**src/rtl/instr_fetch_mem_if.sv**
```systemverilog
`default_nettype none
// ============================================================================
//  Module      : instr_fetch_mem_if
//  Description : Load and fetch port bundle for instr_fetch_mem. The master
//                side drives program bytes and fetch requests. The slave side
//                (the memory) returns instructions and status.
//  Revision    : 1.0 - initial release
// ============================================================================
interface instr_fetch_mem_if #(
  parameter int INSTR_W = 16,
  parameter int CELL_W  = 8,
  parameter int AW      = 8
);
  logic              load_valid;
  logic              load_ready;
  logic [CELL_W-1:0] load_data;
  logic              load_last;
  logic              reload;
  logic              fetch_req;
  logic [AW-1:0]     fetch_addr;
  logic              fetch_stall;
  logic [INSTR_W-1:0] instr;
  logic              instr_valid;
  logic [1:0]        fault_code;
  logic [AW:0]       prog_len;
  logic              running;

  modport master (
    output load_valid, load_data, load_last, reload,
    output fetch_req, fetch_addr, fetch_stall,
    input  load_ready, instr, instr_valid, fault_code, prog_len, running
  );

  modport slave (
    input  load_valid, load_data, load_last, reload,
    input  fetch_req, fetch_addr, fetch_stall,
    output load_ready, instr, instr_valid, fault_code, prog_len, running
  );
endinterface
`default_nettype wire

```
**src/rtl/instr_fetch_mem.sv**
```systemverilog
`default_nettype none
// ============================================================================
//  Module      : instr_fetch_mem
//  Description : Byte-organised instruction memory. A program is streamed in
//                through a load port. Instructions are then fetched
//                big-endian through a registered fetch port that has
//                stall hold and fault detection.
//  Revision    : 1.0 - initial release
// ============================================================================
module instr_fetch_mem #(
  parameter int                 INSTR_W = 16,
  parameter int                 CELL_W  = 8,
  parameter int                 DEPTH   = 256,
  parameter logic [INSTR_W-1:0] NOP     = '0
) (
  input  logic             clk,
  input  logic             rst,
  instr_fetch_mem_if.slave bus
);

  localparam int              NB     = INSTR_W / CELL_W;
  localparam int              AW     = $clog2(DEPTH);
  localparam logic [AW-1:0]   NB_A   = AW'(NB);
  localparam logic [AW:0]     NB_EXT = (AW+1)'(NB);
  localparam logic [AW:0]     ONE_EXT = (AW+1)'(1);
  localparam logic [AW-1:0]   LAST_ADDR = AW'(DEPTH - 1);

  typedef enum logic [0:0] {ST_LOAD = 1'b0, ST_RUN = 1'b1} state_t;

  state_t              state_q, state_d;
  logic [CELL_W-1:0]   mem [DEPTH];
  logic [AW-1:0]       wptr;
  logic [AW:0]         prog_len;
  logic                load_ready;
  logic                running;
  logic [INSTR_W-1:0]  instr;
  logic                instr_valid;
  logic [1:0]          fault_code;
  logic [INSTR_W-1:0]  rd_word;
  logic                accept;
  logic                load_done;
  logic                misaligned;
  logic                out_of_range;

  // Held in reset, a byte is never accepted, so reset also aborts a load mid-stream.
  assign accept    = load_ready && bus.load_valid && !rst;
  assign load_done = accept && (bus.load_last || wptr == LAST_ADDR);

  assign misaligned   = (bus.fetch_addr % NB_A) != '0;
  assign out_of_range = ({1'b0, bus.fetch_addr} + NB_EXT) > prog_len;

  // Assemble the instruction big-endian: the lowest address goes in the MSBs.
  for (genvar i = 0; i < NB; i++) begin : g_cells
    logic [AW-1:0] idx;
    assign idx = bus.fetch_addr + AW'(i);
    assign rd_word[INSTR_W-1-i*CELL_W -: CELL_W] = mem[idx];
  end

  // State register.
  always_ff @(posedge clk) begin
    if (rst) state_q <= ST_LOAD;
    else     state_q <= state_d;
  end

  // Next-state logic and state-decoded outputs.
  always_comb begin
    state_d    = state_q;
    load_ready = 1'b0;
    running    = 1'b0;
    case (state_q)
      ST_LOAD: begin
        load_ready = 1'b1;
        if (load_done) state_d = ST_RUN;
      end
      ST_RUN: begin
        running = 1'b1;
        if (bus.reload) state_d = ST_LOAD;
      end
      default: state_d = ST_LOAD;
    endcase
  end

  // Memory array write. It has no reset, so the contents survive rst.
  always_ff @(posedge clk) begin
    if (accept) mem[wptr] <= bus.load_data;
  end

  // Write pointer and program length. The length is one bit wider so a full memory reports DEPTH.
  always_ff @(posedge clk) begin
    if (rst) begin
      wptr     <= '0;
      prog_len <= '0;
    end else if (state_q == ST_RUN && bus.reload) begin
      wptr     <= '0;
      prog_len <= '0;
    end else if (accept) begin
      wptr <= wptr + AW'(1);
      if (load_done) prog_len <= {1'b0, wptr} + ONE_EXT;
    end
  end

  // Registered fetch port. reload beats stall, stall beats fetch_req, and faults force NOP.
  always_ff @(posedge clk) begin
    if (rst) begin
      instr       <= NOP;
      instr_valid <= 1'b0;
      fault_code  <= 2'b00;
    end else if (state_q == ST_RUN && bus.reload) begin
      if (bus.fetch_req && !bus.fetch_stall) begin
        instr       <= NOP;
        instr_valid <= 1'b1;
        fault_code  <= 2'b11;
      end else begin
        instr_valid <= 1'b0;
      end
    end else if (!bus.fetch_stall) begin
      if (!bus.fetch_req) begin
        instr_valid <= 1'b0;
      end else if (state_q == ST_LOAD) begin
        instr       <= NOP;
        instr_valid <= 1'b1;
        fault_code  <= 2'b11;
      end else if (misaligned) begin
        instr       <= NOP;
        instr_valid <= 1'b1;
        fault_code  <= 2'b01;
      end else if (out_of_range) begin
        instr       <= NOP;
        instr_valid <= 1'b1;
        fault_code  <= 2'b10;
      end else begin
        instr       <= rd_word;
        instr_valid <= 1'b1;
        fault_code  <= 2'b00;
      end
    end
  end

  assign bus.load_ready  = load_ready;
  assign bus.running     = running;
  assign bus.prog_len    = prog_len;
  assign bus.instr       = instr;
  assign bus.instr_valid = instr_valid;
  assign bus.fault_code  = fault_code;

endmodule
`default_nettype wire

```
**src/flat_wrapper.sv**
```systemverilog
// flat-port wrapper written by rule: the top's interface ports become plain ports
module instr_fetch_mem_flat 
#(
  parameter int                 INSTR_W = 16,
  parameter int                 CELL_W  = 8,
  parameter int                 DEPTH   = 256,
  parameter logic [INSTR_W-1:0] NOP     = '0
)
  (clk, rst, bus_load_valid, bus_load_data, bus_load_last, bus_reload, bus_fetch_req, bus_fetch_addr, bus_fetch_stall, bus_load_ready, bus_instr, bus_instr_valid, bus_fault_code, bus_prog_len, bus_running);
  instr_fetch_mem_if #(.INSTR_W(INSTR_W), .CELL_W(CELL_W), .AW(8)) bus_i ();
  input  logic clk;
  input  logic rst;
  input wire logic [$bits(bus_i.load_valid)-1:0] bus_load_valid;
  input wire logic [$bits(bus_i.load_data)-1:0] bus_load_data;
  input wire logic [$bits(bus_i.load_last)-1:0] bus_load_last;
  input wire logic [$bits(bus_i.reload)-1:0] bus_reload;
  input wire logic [$bits(bus_i.fetch_req)-1:0] bus_fetch_req;
  input wire logic [$bits(bus_i.fetch_addr)-1:0] bus_fetch_addr;
  input wire logic [$bits(bus_i.fetch_stall)-1:0] bus_fetch_stall;
  output wire logic [$bits(bus_i.load_ready)-1:0] bus_load_ready;
  output wire logic [$bits(bus_i.instr)-1:0] bus_instr;
  output wire logic [$bits(bus_i.instr_valid)-1:0] bus_instr_valid;
  output wire logic [$bits(bus_i.fault_code)-1:0] bus_fault_code;
  output wire logic [$bits(bus_i.prog_len)-1:0] bus_prog_len;
  output wire logic [$bits(bus_i.running)-1:0] bus_running;
  assign bus_i.load_valid = bus_load_valid;
  assign bus_i.load_data = bus_load_data;
  assign bus_i.load_last = bus_load_last;
  assign bus_i.reload = bus_reload;
  assign bus_i.fetch_req = bus_fetch_req;
  assign bus_i.fetch_addr = bus_fetch_addr;
  assign bus_i.fetch_stall = bus_fetch_stall;
  assign bus_load_ready = bus_i.load_ready;
  assign bus_instr = bus_i.instr;
  assign bus_instr_valid = bus_i.instr_valid;
  assign bus_fault_code = bus_i.fault_code;
  assign bus_prog_len = bus_i.prog_len;
  assign bus_running = bus_i.running;
  instr_fetch_mem #(.INSTR_W(INSTR_W), .CELL_W(CELL_W), .DEPTH(DEPTH), .NOP(NOP)) u_core (.clk(clk), .rst(rst), .bus(bus_i));
endmodule
```
**config.mk**
```make
export PLATFORM = sky130hd
export DESIGN_NAME = instr_fetch_mem_flat
export DESIGN_NICKNAME = d
export VERILOG_FILES = /design/src/rtl/instr_fetch_mem_if.sv /design/src/rtl/instr_fetch_mem.sv /design/src/flat_wrapper.sv
export SDC_FILE = /design/constraint.sdc
export NUM_CORES = 2
export LEC_CHECK = 0
export ABC_AREA = 1
export BUFFER_PORTS_ARGS = -buffer_cell sky130_fd_sc_hd__buf_2
export CAP_MARGIN = 5
export CELL_PAD_IN_SITES_DETAIL_PLACEMENT = 1
export CELL_PAD_IN_SITES_GLOBAL_PLACEMENT = 2
export CORE_UTILIZATION = 42
export CTS_CLUSTER_DIAMETER = 200
export CTS_CLUSTER_SIZE = 30
export DETAILED_ROUTE_END_ITERATION = 7
export PLACE_DENSITY = 0.84
export SLEW_MARGIN = 25
export SYNTH_ARGS = -nofsm -noshare
export SYNTH_HDL_FRONTEND = slang
export SYNTH_SLANG_ARGS = --single-unit
export TNS_END_PERCENT = 50
```
**constraint.sdc**
```tcl
create_clock -name clk -period 3.8 [get_ports clk]
set_input_delay 0.57 -clock clk [delete_from_list [all_inputs] [get_ports clk]]
set_output_delay 0.57 -clock clk [all_outputs]
set_load 0.005 [all_outputs]
```
==> summary.txt <==
Pwr
  – Leak: roughly 37 nW
  – Pint: 0.0308 W
  – P_sw: 0.0116 W
  – Clock power frac: 26.7%
  – Comb pwr share: between 10% and 20%
  – Peak supply drop: roughly 0.37 mV
  – Seq pwr share: roughly three fifths
  – PD cells: 409 mW/mm^2
  – Net Sw Frac: roughly 27%

Setup path
  – CP Launch Type: flop
  – CP Launch Point: u_core.wptr[5]$_SDFFE_PP0P_
  – Setup crit end: u_core.mem[66][7]$_DFFE_PP_
  – Worst r2r dst: u_core.mem[66][7]$_DFFE_PP_
  – Critical Path RT: approximately 4.2 ns
  – WS Path Type: flop to flop
  – Flop2flop setup slack: about 0.77 ns
  – Crit end category: flop
  – Worst Path Arrival: roughly 3.5 ns
  – Reg2reg path depth: 3
  – Crit path max fanout: 16
  – Reg-to-Reg Start: u_core.wptr[5]$_SDFFE_PP0P_

Final layout
  – Filler cells: between 20000 and 25000
  – Multi-input logic area: around 0.029 mm^2
  – Area growth from synthesis to layout: 8.04%
  – Fin nets: between 9000 and 10000
  – Commonest non-fill, non-tap cell in the layout: nand2_1
  – Fin area: just over 0.1 mm^2
  – Most frequent cells in the layout: 2887 x nand2_1, 2145 x nand3_1, 2048 x edfxtp_1, 466 x a21oi_1, 385 x nor2_1
  – Share of cells above drive strength 1: under 10%
  – Sequential cell area: between 0.06 and 0.07 mm^2

STA
  – Final Cycle Share: between 70% and 80%
  – Fin. Hold Viols: 0
  – Worst Hold Slack: about 0.033 ns
  – Final setup vio count: 0
  – Layout Skew: 0.0262 ns
  – Post-route setup TNS: 0 ns
  – Pins Over Slew Limit: 0
  – F_max: 330 MHz
  – Final min period: 3.03 ns
  – Slew @ Worst Pin: 1.11 ns
  – RSZ-0062 raised after global routing: no
  – Rel. slew slack: 25.6%

Floorplan
  – Die Wd: around 480 um
  – Initial Util: a little over two fifths
  – Num rows: 175
  – Chip height: ~480 um
  – Num ports: 53
  – CORE AREA: around 0.23 mm^2
  – Die area: 0.230 mm^2

Global routing
  – Number of global-route vias before repair: roughly 76000
  – GR Util All Layers: a little under a third
  – GR Overflow Total: 0
  – Global-route wire length before repair: 534000 um
  – Initial antenna violation count: 14
  – Largest net degree at the start of global routing: 134

Place
  – IO Port Bufs: 52
  – Final GP Congestion: 0.934
  – Dpl hpwl: approximately 240000 um
  – Placed cell areas: 0.101 mm^2

Logic synthesis
  – Yosys Warn Count: 0
  – Syn avg cell area: 10.1 um^2
  – Seq/Total Area, Yosys: 64.9%
  – Yosys cell types: 40
  – Synthesized flop and latch total: between 2000 and 2500
  – Post-Syn Nets: 9503
  – Gate Count Post-Synth: approximately 9500
  – Area of the mapped netlist: roughly 0.096 mm^2

Route
  – Vias/cell: approximately 6.1
  – Total Wirelength: around 370000 um
  – Final ANT Viol Nets: 0
  – # DRC: 0
  – Post-DR wirelength/cell: 29.9 um
  – Vias: approximately 76000
  – First-pass DRT Iterations: 8
  – Initial DRC count: around 9000

Clock tree
  – Gates resized, CTS repair: 0
  – CTS tree: done
  – Worst-path clk slew: 0.12 ns
  – Htree depth: 3
  – CTS Hold Buffers Added: 0
  – Worst skew pair latency: about 0.8 ns
  – Postcts setup bufs: 0
  – Root Buffer: clkbuf_16
  – Num CTS Buffers: 79
  – Bufs on Longest Clock Path: 3
  – Clk sink count: between 2000 and 2500

Worst hold path
  – WHS Path Cells: 3
  – Worst min path class: input pin to flop

Run
  – # Max-Cap Violations: 0

Run status
  – Outcome: completed
==> power groups by stage <==
stage          logic, W  clock network (W)  registers, W
2_1_floorplan   0.00299                  0        0.0258
6_report        0.00582             0.0113        0.0253
3_3_place_gp    0.00563                  0        0.0258
3_5_place_dp    0.00571                  0        0.0258
4_1_cts         0.00573             0.0114        0.0252
5_1_grt         0.00611             0.0119        0.0253
==> registers in the layout, indices dropped and copies added, names as in the netlist <==
name	count
u_core.bus.instr	16
u_core.state_q	1
u_core.mem	2048
u_core.bus.fault_code	2
u_core.wptr	8
u_core.bus.prog_len	9
u_core.bus.instr_valid	1
==> critical path: stages (launching register included) <==
cell     delay (ns)
dfxtp_1        0.40
nor2_1         0.37
nand2_1        0.72
nor2_1         1.12
==> cells in the mapped netlist <==
| library cell | count | area, um^2 |
|---|---|---|
| dfxtp_1 | 37 | 741 |
| o211ai_1 | 33 | 248 |
| nand4_1 | 4 | 25.0 |
| clkbuf_1 | 111 | 417 |
| a22oi_1 | 123 | 923 |
| buf_4 | 70 | 526 |
| nor3_2 | 1 | 10.0 |
| inv_2 | 13 | 48.8 |
| a22o_1 | 2 | 17.5 |
| nand3_1 | 2152 | 10800 |
| nand2_1 | 2892 | 10900 |
| xor2_2 | 3 | 48.8 |
| clkbuf_2 | 2 | 10.0 |
| edfxtp_1 | 2048 | 61500 |
| or2_2 | 56 | 350 |
| xor2_1 | 12 | 105 |
| clkinv_1 | 2 | 7.51 |
| nand3b_1 | 1 | 7.51 |
| nand2_2 | 3 | 18.8 |
| ha_1 | 15 | 188 |
| o2111ai_1 | 1 | 8.76 |
| or2_0 | 3 | 18.8 |
| o211a_1 | 1 | 10.0 |
| a21oi_1 | 466 | 2330 |
| nor3_1 | 17 | 85.1 |
| a32o_1 | 5 | 50.1 |
| inv_1 | 237 | 890 |
| buf_1 | 19 | 71.3 |
| o21ai_1 | 25 | 125 |
| or2_1 | 1 | 6.26 |
| nor2_1 | 393 | 1480 |
| o41ai_1 | 1 | 8.76 |
| buf_6 | 56 | 631 |
| nor2_2 | 3 | 18.8 |
| a31oi_1 | 2 | 12.5 |
| o31ai_1 | 12 | 90.1 |
| a211oi_1 | 3 | 22.5 |
| buf_2 | 439 | 2200 |
| buf_8 | 3 | 45.0 |
| o21ai_0 | 198 | 991 |
==> layer usage <==
| metal | global-route usage (%) | up-vias | wire (um) |
|---|---|---|---|
| met5 | 0 | - | 24 |
| met4 | 15.9 | 4 | 20500 |
| met3 | 3.90 | 758 | 29100 |
| met2 | 50.8 | 3698 | 173000 |
| met1 | 42.3 | 38752 | 148000 |
| li1 | - | 32744 | - |
==> per-stage QoR <==
step           setup WS, ns  cells  util (%)  total power [W]
2_1_floorplan         0.664   9465         -           0.0288
3_3_place_gp          0.244  12295      44.6           0.0314
3_5_place_dp          0.292  12295      44.6           0.0315
4_1_cts               0.778  12397      45.6           0.0424
5_1_grt               0.684  12398      45.6           0.0433
6_report              0.766  12406      45.6           0.0424
==> worst min path at each step <==
stage                                         from                             endpoint  slack, ns
2_1_floorplan     u_core.bus.instr[0]$_SDFFE_PP0P_     u_core.bus.instr[0]$_SDFFE_PP0P_       0.46
6_report                           bus_fetch_stall  u_core.bus.instr_valid$_SDFFE_PP0P_       0.03
4_1_cts                            bus_fetch_stall  u_core.bus.instr_valid$_SDFFE_PP0P_      0.002
5_1_grt                            bus_fetch_stall  u_core.bus.instr_valid$_SDFFE_PP0P_       0.01
3_3_place_gp   u_core.bus.instr_valid$_SDFFE_PP0P_  u_core.bus.instr_valid$_SDFFE_PP0P_       0.47
3_5_place_dp   u_core.bus.instr_valid$_SDFFE_PP0P_  u_core.bus.instr_valid$_SDFFE_PP0P_       0.48
==> cells by family (layout without fill, tap and decap cells) <==
group / count (synthesis) / after routing / share of synthesized area [%]
buf+inv: 952 / 875 / 5.05
simple gates: 5526 / 5526 / 24.7
compound gates: 872 / 872 / 5.05
xor+xnor: 15 / 15 / 0.160
fa+ha+maj: 15 / 15 / 0.196
flops: 2085 / 2085 / 64.9
other cells: 0 / 9 / 0
==> layout make-up <==
class | instances | area share (%)
clock buffer | 99 | 2.08
tap | 3009 | 3.63
multi-input combinational | 6428 | 27.9
antenna | 9 | 0.0217
timing repair buffer | 521 | 5.26
inverter | 252 | 0.956
clock inverter | 3 | 0.0398
sequential | 2085 | 60.1
Note: power is estimated with default switching activity, not from simulation.
